### src/rtl/axi_to_data_serializer.sv
// AXI4-Stream beat to single-element stream serializer, lowest element first.
// Define SERIALIZER_SKIP_EMPTY_EN to emit only elements whose keep is set.
module axi_to_data_serializer #(
  parameter type         data_t       = logic [15:0],
  parameter int unsigned AXI_WIDTH    = 512,
  parameter int unsigned DATA_WIDTH   = $bits(data_t),
  parameter int unsigned NUM_ELEMENTS = AXI_WIDTH / DATA_WIDTH
) (
  input  logic                   clk,
  input  logic                   rst,
  input  logic [AXI_WIDTH-1:0]   in_tdata,
  input  logic [AXI_WIDTH/8-1:0] in_tkeep,
  input  logic                   in_tlast,
  input  logic                   in_tvalid,
  output logic                   in_tready,
  output data_t                  out_data,
  output logic                   out_keep,
  output logic                   out_last,
  output logic                   out_valid,
  input  logic                   out_ready
);

  localparam int unsigned IdxW         = (NUM_ELEMENTS > 1) ? $clog2(NUM_ELEMENTS) : 1;
  localparam int unsigned BytesPerElem = DATA_WIDTH / 8;

  if (DATA_WIDTH % 8 != 0) begin : g_bad_data_width
    $error("DATA_WIDTH must be a multiple of 8");
  end
  if (NUM_ELEMENTS == 0 || NUM_ELEMENTS * DATA_WIDTH != AXI_WIDTH) begin : g_bad_num_elements
    $error("NUM_ELEMENTS * DATA_WIDTH must equal AXI_WIDTH");
  end

  typedef enum logic {StEmpty, StSerial} state_e;

  state_e                         state_q, state_d;
  logic   [IdxW-1:0]              idx_q, idx_d;
  data_t  [NUM_ELEMENTS-1:0]      beat_q;
  logic   [NUM_ELEMENTS-1:0]      ek_q;
  logic                           last_q;

  logic   [NUM_ELEMENTS-1:0]      ek_in;
  logic   [IdxW-1:0]              nxt_idx, first_idx;
  logic                           fin, load_held, held, in_hs, out_hs;
  logic                           unused_tkeep;

  // Only the lowest byte's keep bit qualifies an element.
  always_comb begin
    ek_in = '0;
    for (int i = 0; i < int'(NUM_ELEMENTS); i++) begin
      ek_in[i] = in_tkeep[i*BytesPerElem];
    end
  end
  assign unused_tkeep = ^in_tkeep;

`ifdef SERIALIZER_SKIP_EMPTY_EN
  logic nxt_found, in_any;

  // Descending scans leave the lowest qualifying index in the result.
  always_comb begin
    nxt_found = 1'b0;
    nxt_idx   = '0;
    in_any    = 1'b0;
    first_idx = '0;
    for (int i = int'(NUM_ELEMENTS) - 1; i >= 0; i--) begin
      if (ek_q[i] && (i > int'(idx_q))) begin
        nxt_found = 1'b1;
        nxt_idx   = IdxW'(i);
      end
      if (ek_in[i]) begin
        in_any    = 1'b1;
        first_idx = IdxW'(i);
      end
    end
  end

  assign fin       = !nxt_found;
  // An all-empty beat is only worth holding if it closes a packet.
  assign load_held = in_any || in_tlast;
`else
  assign nxt_idx   = idx_q + 1'b1;
  assign first_idx = '0;
  assign fin       = (idx_q == IdxW'(NUM_ELEMENTS - 1));
  assign load_held = 1'b1;
`endif

  assign held      = (state_q == StSerial);
  assign out_valid = held;
  assign out_data  = held ? beat_q[idx_q] : '0;
  assign out_keep  = held & ek_q[idx_q];
  assign out_last  = held & last_q & fin;

  assign out_hs    = out_valid && out_ready;
  assign in_tready = !rst && (!held || (out_ready && fin));
  assign in_hs     = in_tvalid && in_tready;

  always_comb begin
    state_d = state_q;
    idx_d   = idx_q;
    if (out_hs) begin
      if (!fin) begin
        idx_d = nxt_idx;
      end else begin
        state_d = StEmpty;
        idx_d   = '0;
      end
    end
    // A load overrides the final-element drain in the same cycle.
    if (in_hs) begin
      state_d = load_held ? StSerial : StEmpty;
      idx_d   = first_idx;
    end
  end

  always_ff @(posedge clk) begin
    if (rst) begin
      state_q <= StEmpty;
      idx_q   <= '0;
      beat_q  <= '0;
      ek_q    <= '0;
      last_q  <= 1'b0;
    end else begin
      state_q <= state_d;
      idx_q   <= idx_d;
      if (in_hs) begin
        beat_q <= in_tdata;
        ek_q   <= ek_in;
        last_q <= in_tlast;
      end
    end
  end

endmodule

### config.mk
export PLATFORM = sky130hd
export DESIGN_NAME = axi_to_data_serializer
export DESIGN_NICKNAME = d
export VERILOG_FILES = /design/src/rtl/axi_to_data_serializer.sv
export SDC_FILE = /design/constraint.sdc
export NUM_CORES = 1
export LEC_CHECK = 0
export BUFFER_PORTS_ARGS = -buffer_cell sky130_fd_sc_hd__buf_2
export CORE_AREA = 2 2 253 255
export DETAILED_ROUTE_END_ITERATION = 8
export DIE_AREA = 0 0 255 257
export HOLD_SLACK_MARGIN = 0.06
export PLACE_DENSITY_LB_ADDON = 0.08
export SYNTH_ARGS = -nofsm -noshare
export SYNTH_HDL_FRONTEND = slang
export SYNTH_SLANG_ARGS = --single-unit
### constraint.sdc
create_clock -name clk -period 2.5 [get_ports clk]
set_clock_uncertainty 0.2 [all_clocks]
set_input_delay 0.375 -clock clk [delete_from_list [all_inputs] [get_ports clk]]
set_output_delay 0.375 -clock clk [all_outputs]
set_load 0.02 [all_outputs]
==> metrics.txt <==
# TYPE chip_impl_metric gauge
chip_impl_metric{name="dr.first_iter.drc_count",unit=""} 1897
chip_impl_metric{name="ir_worst_vdd",unit="mV"} 0.5223
chip_impl_metric{name="dp_hpwl",unit="um"} 67840
chip_impl_info{name="hp-class",value="reg2reg"} 1
chip_impl_metric{name="worst_pin_slew",unit="ns"} 0.6680
chip_impl_metric{name="syn_area",unit="um2"} 24870
chip_impl_metric{name="cts_buffer_depth",unit=""} 3
chip_impl_metric{name="start_util",unit="%"} 39.64
chip_impl_info{name="timing_worst_setup_path_type",value="reg2out"} 1
chip_impl_metric{name="dieArea",unit="um2"} 65540
chip_impl_info{name="clk_root_buffer_cell",value="sky130_fd_sc_hd__clkbuf_16"} 1
chip_impl_metric{name="timing_max_transition_violations_final",unit=""} 0
chip_impl_metric{name="global_route_wire_length_before_repair",unit="um"} 144600
chip_impl_metric{name="via_per_inst",unit=""} 5.074
chip_impl_metric{name="synthesized_netlist_cell_count",unit=""} 2733
chip_impl_info{name="cts_tree",value="yes"} 1
chip_impl_metric{name="report.final.hold_viol_count",unit=""} 0
chip_impl_info{name="highest-signal-layer",value="met5"} 1
chip_impl_metric{name="cts.sinks",unit=""} 551
chip_impl_metric{name="groute.usage.overall",unit="%"} 28.85
chip_impl_metric{name="grt_overflow",unit=""} 0
chip_impl_metric{name="finalWorstSetupSlack",unit="ns"} -0.9230
chip_impl_metric{name="routed-via-count",unit=""} 24390
chip_impl_metric{name="placeableCoreArea",unit="um2"} 62740
chip_impl_metric{name="total_leakage_power",unit="nW"} 15.15
chip_impl_metric{name="detail_route.first_pass.iterations",unit=""} 5
chip_impl_metric{name="syn2layout_area_growth",unit="%"} 54.49
chip_impl_metric{name="post_route_cells_drive_above_1_share",unit="%"} 27.21
chip_impl_metric{name="critical_path.max_fanout",unit=""} 5
chip_impl_metric{name="first_global_vias",unit=""} 25210
chip_impl_metric{name="postRouteWirelength",unit="um"} 98350
chip_impl_metric{name="met1Wirelength",unit="um"} 39830
chip_impl_metric{name="top_level_ports",unit=""} 601
chip_impl_metric{name="drc",unit=""} 0
chip_impl_metric{name="tcrit_tclk_final",unit="%"} 136.9
chip_impl_metric{name="gp_congestion",unit=""} 0.8486
chip_impl_info{name="run_status",value="finished with violations"} 1
chip_impl_metric{name="avgRoutedWirePerCell",unit="um"} 20.46
chip_impl_metric{name="period_minus_slack",unit="ns"} 3.423
chip_impl_info{name="cp-start-kind",value="flop"} 1
chip_impl_info{name="setup_crit_end_kind",value="primary output"} 1
chip_impl_metric{name="synthesis.nets",unit=""} 3316
chip_impl_info{name="grt_setup_unrepaired",value="true"} 1
chip_impl_metric{name="clkTransAtPathRegs",unit="ns"} 0.06
chip_impl_metric{name="rr_worst_depth",unit=""} 10
chip_impl_metric{name="route.met2.wl",unit="um"} 48970
chip_impl_metric{name="design.final.nets",unit=""} 4496
chip_impl_metric{name="detail-route-antenna-nets",unit=""} 0
chip_impl_metric{name="postSynthRegisterBits",unit=""} 551
chip_impl_metric{name="die-height",unit="um"} 257
chip_impl_metric{name="final_setup_violation_count",unit=""} 565
chip_impl_metric{name="tns",unit="ns"} -101.83
chip_impl_metric{name="met3RoutedLength",unit="um"} 6051
chip_impl_metric{name="grt_max_degree",unit=""} 159
chip_impl_info{name="final_cell_mix",value="553 x sky130_fd_sc_hd__nand2_1, 550 x sky130_fd_sc_hd__buf_2, 548 x sky130_fd_sc_hd__dfxtp_1, 548 x sky130_fd_sc_hd__dlygate4sd3_1, 546 x sky130_fd_sc_hd__nand2b_1"} 1
chip_impl_metric{name="maxCapViolCount",unit=""} 0
chip_impl_metric{name="synth_warnings",unit=""} 0
chip_impl_metric{name="cts_htree_levels",unit=""} 2
chip_impl_info{name="layout.cells.most_common",value="sky130_fd_sc_hd__nand2_1"} 1
chip_impl_metric{name="fmax",unit="MHz"} 292.1
chip_impl_metric{name="max-slew-margin-rel",unit="%"} 55.47
chip_impl_metric{name="cts_made_buffers",unit=""} 61
chip_impl_metric{name="postSynthAreaPerCell",unit="um2"} 9.099
chip_impl_metric{name="clk_lat_worst_skew",unit="ns"} 0.62
chip_impl_metric{name="worst_ep_required_time",unit="ns"} 1.92
chip_impl_metric{name="cp_data_arrival_time",unit="ns"} 2.85
chip_impl_metric{name="hold_slack",unit="ns"} 0.2612
chip_impl_metric{name="dp_slack",unit="ns"} -0.5655
chip_impl_metric{name="portBuffers",unit=""} 568
chip_impl_metric{name="powerDensity",unit="nW/um2"} 581.2
chip_impl_metric{name="count_of_cell_types_in_the_netlist",unit=""} 38
chip_impl_metric{name="antenna_found_initial",unit=""} 4
chip_impl_metric{name="ys_seq_area_share",unit="%"} 44.36
chip_impl_metric{name="timing.hold.worst_path_depth",unit=""} 2
chip_impl_metric{name="die_width",unit="um"} 255
chip_impl_metric{name="floorplan.rows",unit=""} 92
chip_impl_info{name="violations",value="negative setup slack"} 1
==> worst max-delay path: stages, from the launching register on <==
cell                       delay [ns]
sky130_fd_sc_hd__dfxtp_4         0.44
sky130_fd_sc_hd__buf_12          0.16
sky130_fd_sc_hd__buf_4           0.12
sky130_fd_sc_hd__mux4_1          0.63
sky130_fd_sc_hd__mux2_4          0.30
sky130_fd_sc_hd__o221ai_2        0.17
sky130_fd_sc_hd__buf_4           0.15
sky130_fd_sc_hd__a31oi_1         0.04
sky130_fd_sc_hd__buf_4           0.20
==> cells in the mapped netlist <==
cell	instances	area, um2
sky130_fd_sc_hd__a211oi_1	2	15.01
sky130_fd_sc_hd__a21boi_1	1	7.510
sky130_fd_sc_hd__a21oi_1	1	5.000
sky130_fd_sc_hd__a221oi_1	13	113.9
sky130_fd_sc_hd__a22oi_1	17	127.6
sky130_fd_sc_hd__a31oi_1	18	112.6
sky130_fd_sc_hd__and2_1	1	6.260
sky130_fd_sc_hd__and3_1	2	12.51
sky130_fd_sc_hd__buf_1	8	30.03
sky130_fd_sc_hd__buf_2	81	405.4
sky130_fd_sc_hd__buf_4	13	97.59
sky130_fd_sc_hd__buf_6	18	202.7
sky130_fd_sc_hd__buf_8	3	45.04
sky130_fd_sc_hd__clkbuf_1	110	412.9
sky130_fd_sc_hd__clkbuf_2	2	10.01
sky130_fd_sc_hd__clkinv_1	1	3.750
sky130_fd_sc_hd__dfxtp_1	551	11030
sky130_fd_sc_hd__dlygate4sd1_1	1	8.760
sky130_fd_sc_hd__ha_1	2	25.02
sky130_fd_sc_hd__mux2_2	34	382.9
sky130_fd_sc_hd__mux2i_1	36	360.4
sky130_fd_sc_hd__mux4_1	50	1314
sky130_fd_sc_hd__mux4_2	68	1531
sky130_fd_sc_hd__mux4_4	1	25.02
sky130_fd_sc_hd__nand2_1	554	2079
sky130_fd_sc_hd__nand2b_1	546	3416
sky130_fd_sc_hd__nand4_1	1	6.260
sky130_fd_sc_hd__nor2_1	6	22.52
sky130_fd_sc_hd__nor2_2	1	6.260
sky130_fd_sc_hd__nor2b_1	2	12.51
sky130_fd_sc_hd__nor3_1	5	25.02
sky130_fd_sc_hd__nor3b_2	1	12.51
sky130_fd_sc_hd__o2111ai_1	4	35.03
sky130_fd_sc_hd__o21ai_0	378	1892
sky130_fd_sc_hd__o21ai_1	182	910.9
sky130_fd_sc_hd__o221ai_1	17	148.9
sky130_fd_sc_hd__or2_2	1	6.260
sky130_fd_sc_hd__or4b_1	1	10.01
==> power by group <==
part / switching [W] / internal [W] / total [W]
Sequential: 0.000347 / 0.00939 / 0.00974
Combinational: 0.00145 / 0.00190 / 0.00335
Clock: 0.00372 / 0.00552 / 0.00924
Total: 0.00552 / 0.0168 / 0.0223
==> stage by stage <==
stage / total power, W / util (%) / cell area (um2) / cells
finish: 0.02233 / 61.24 / 38420 / 4806
CTS: 0.02236 / 60.35 / 37860 / 4781
floorplan: 0.01107 / - / 24940 / 2733
detailed placement: 0.01234 / 47.19 / 29600 / 4101
global route: 0.02315 / 61.24 / 38420 / 4806
global placement: 0.01229 / 47.19 / 29600 / 4101
==> cell type report <==
cell class	instances	area, um2
inverters	1	3.754
repair buffers	1353	11280
fillers	5217	24310
flip-flops and latches	551	11040
diodes	2	5.005
well taps	846	1059
clock inverters	13	171.4
multi-input cells	1945	12990
clock buffers	95	1878
==> cell families after synthesis <==
group | synth area share, %
buffers and inverters | 4.890
flip-flops | 44.36
adder cells (fa/ha/maj) | 0.1006
multiplexers | 14.53
AO/OA/AOI/OAI | 13.54
AND/OR/NAND/NOR | 22.58
==> metal layers <==
metal,up-vias,global-route usage (%)
met5,-,0
met4,4,10.36
met3,204,4.582
met2,877,50.60
met1,11640,35.55
li1,11670,-
==> registers in the layout (all words and copies together) (netlist names) <==
name	flops
beat_q	512
ek_q	32
idx_q	5
last_q	1
out_valid	1
==> final timing paths <==
| kind | start | to | slack (ns) |
|---|---|---|---|
| worst max-delay path | idx_q[0]$_SDFFE_PP0P_ | out_data[1] | -0.92 |
| worst min-delay path | ek_q[9]$_SDFFE_PP0P_ | ek_q[9]$_SDFFE_PP0P_ | 0.26 |
| worst max register to register | idx_q[0]$_SDFFE_PP0P_ | beat_q[165]$_SDFFE_PP0P_ | -0.30 |
| worst min register to register | ek_q[9]$_SDFFE_PP0P_ | ek_q[9]$_SDFFE_PP0P_ | 0.26 |
==> repair_timing <==
action,in CTS,in global routing
cloned,8,3
endpoints found under the hold margin,546,0
endpoints found under the setup margin,566,569
hold buffers,548,0
pin swaps,4,13
gates resized for setup,78,103
setup buffers,17,22
Power figures use the tool's default switching activity.
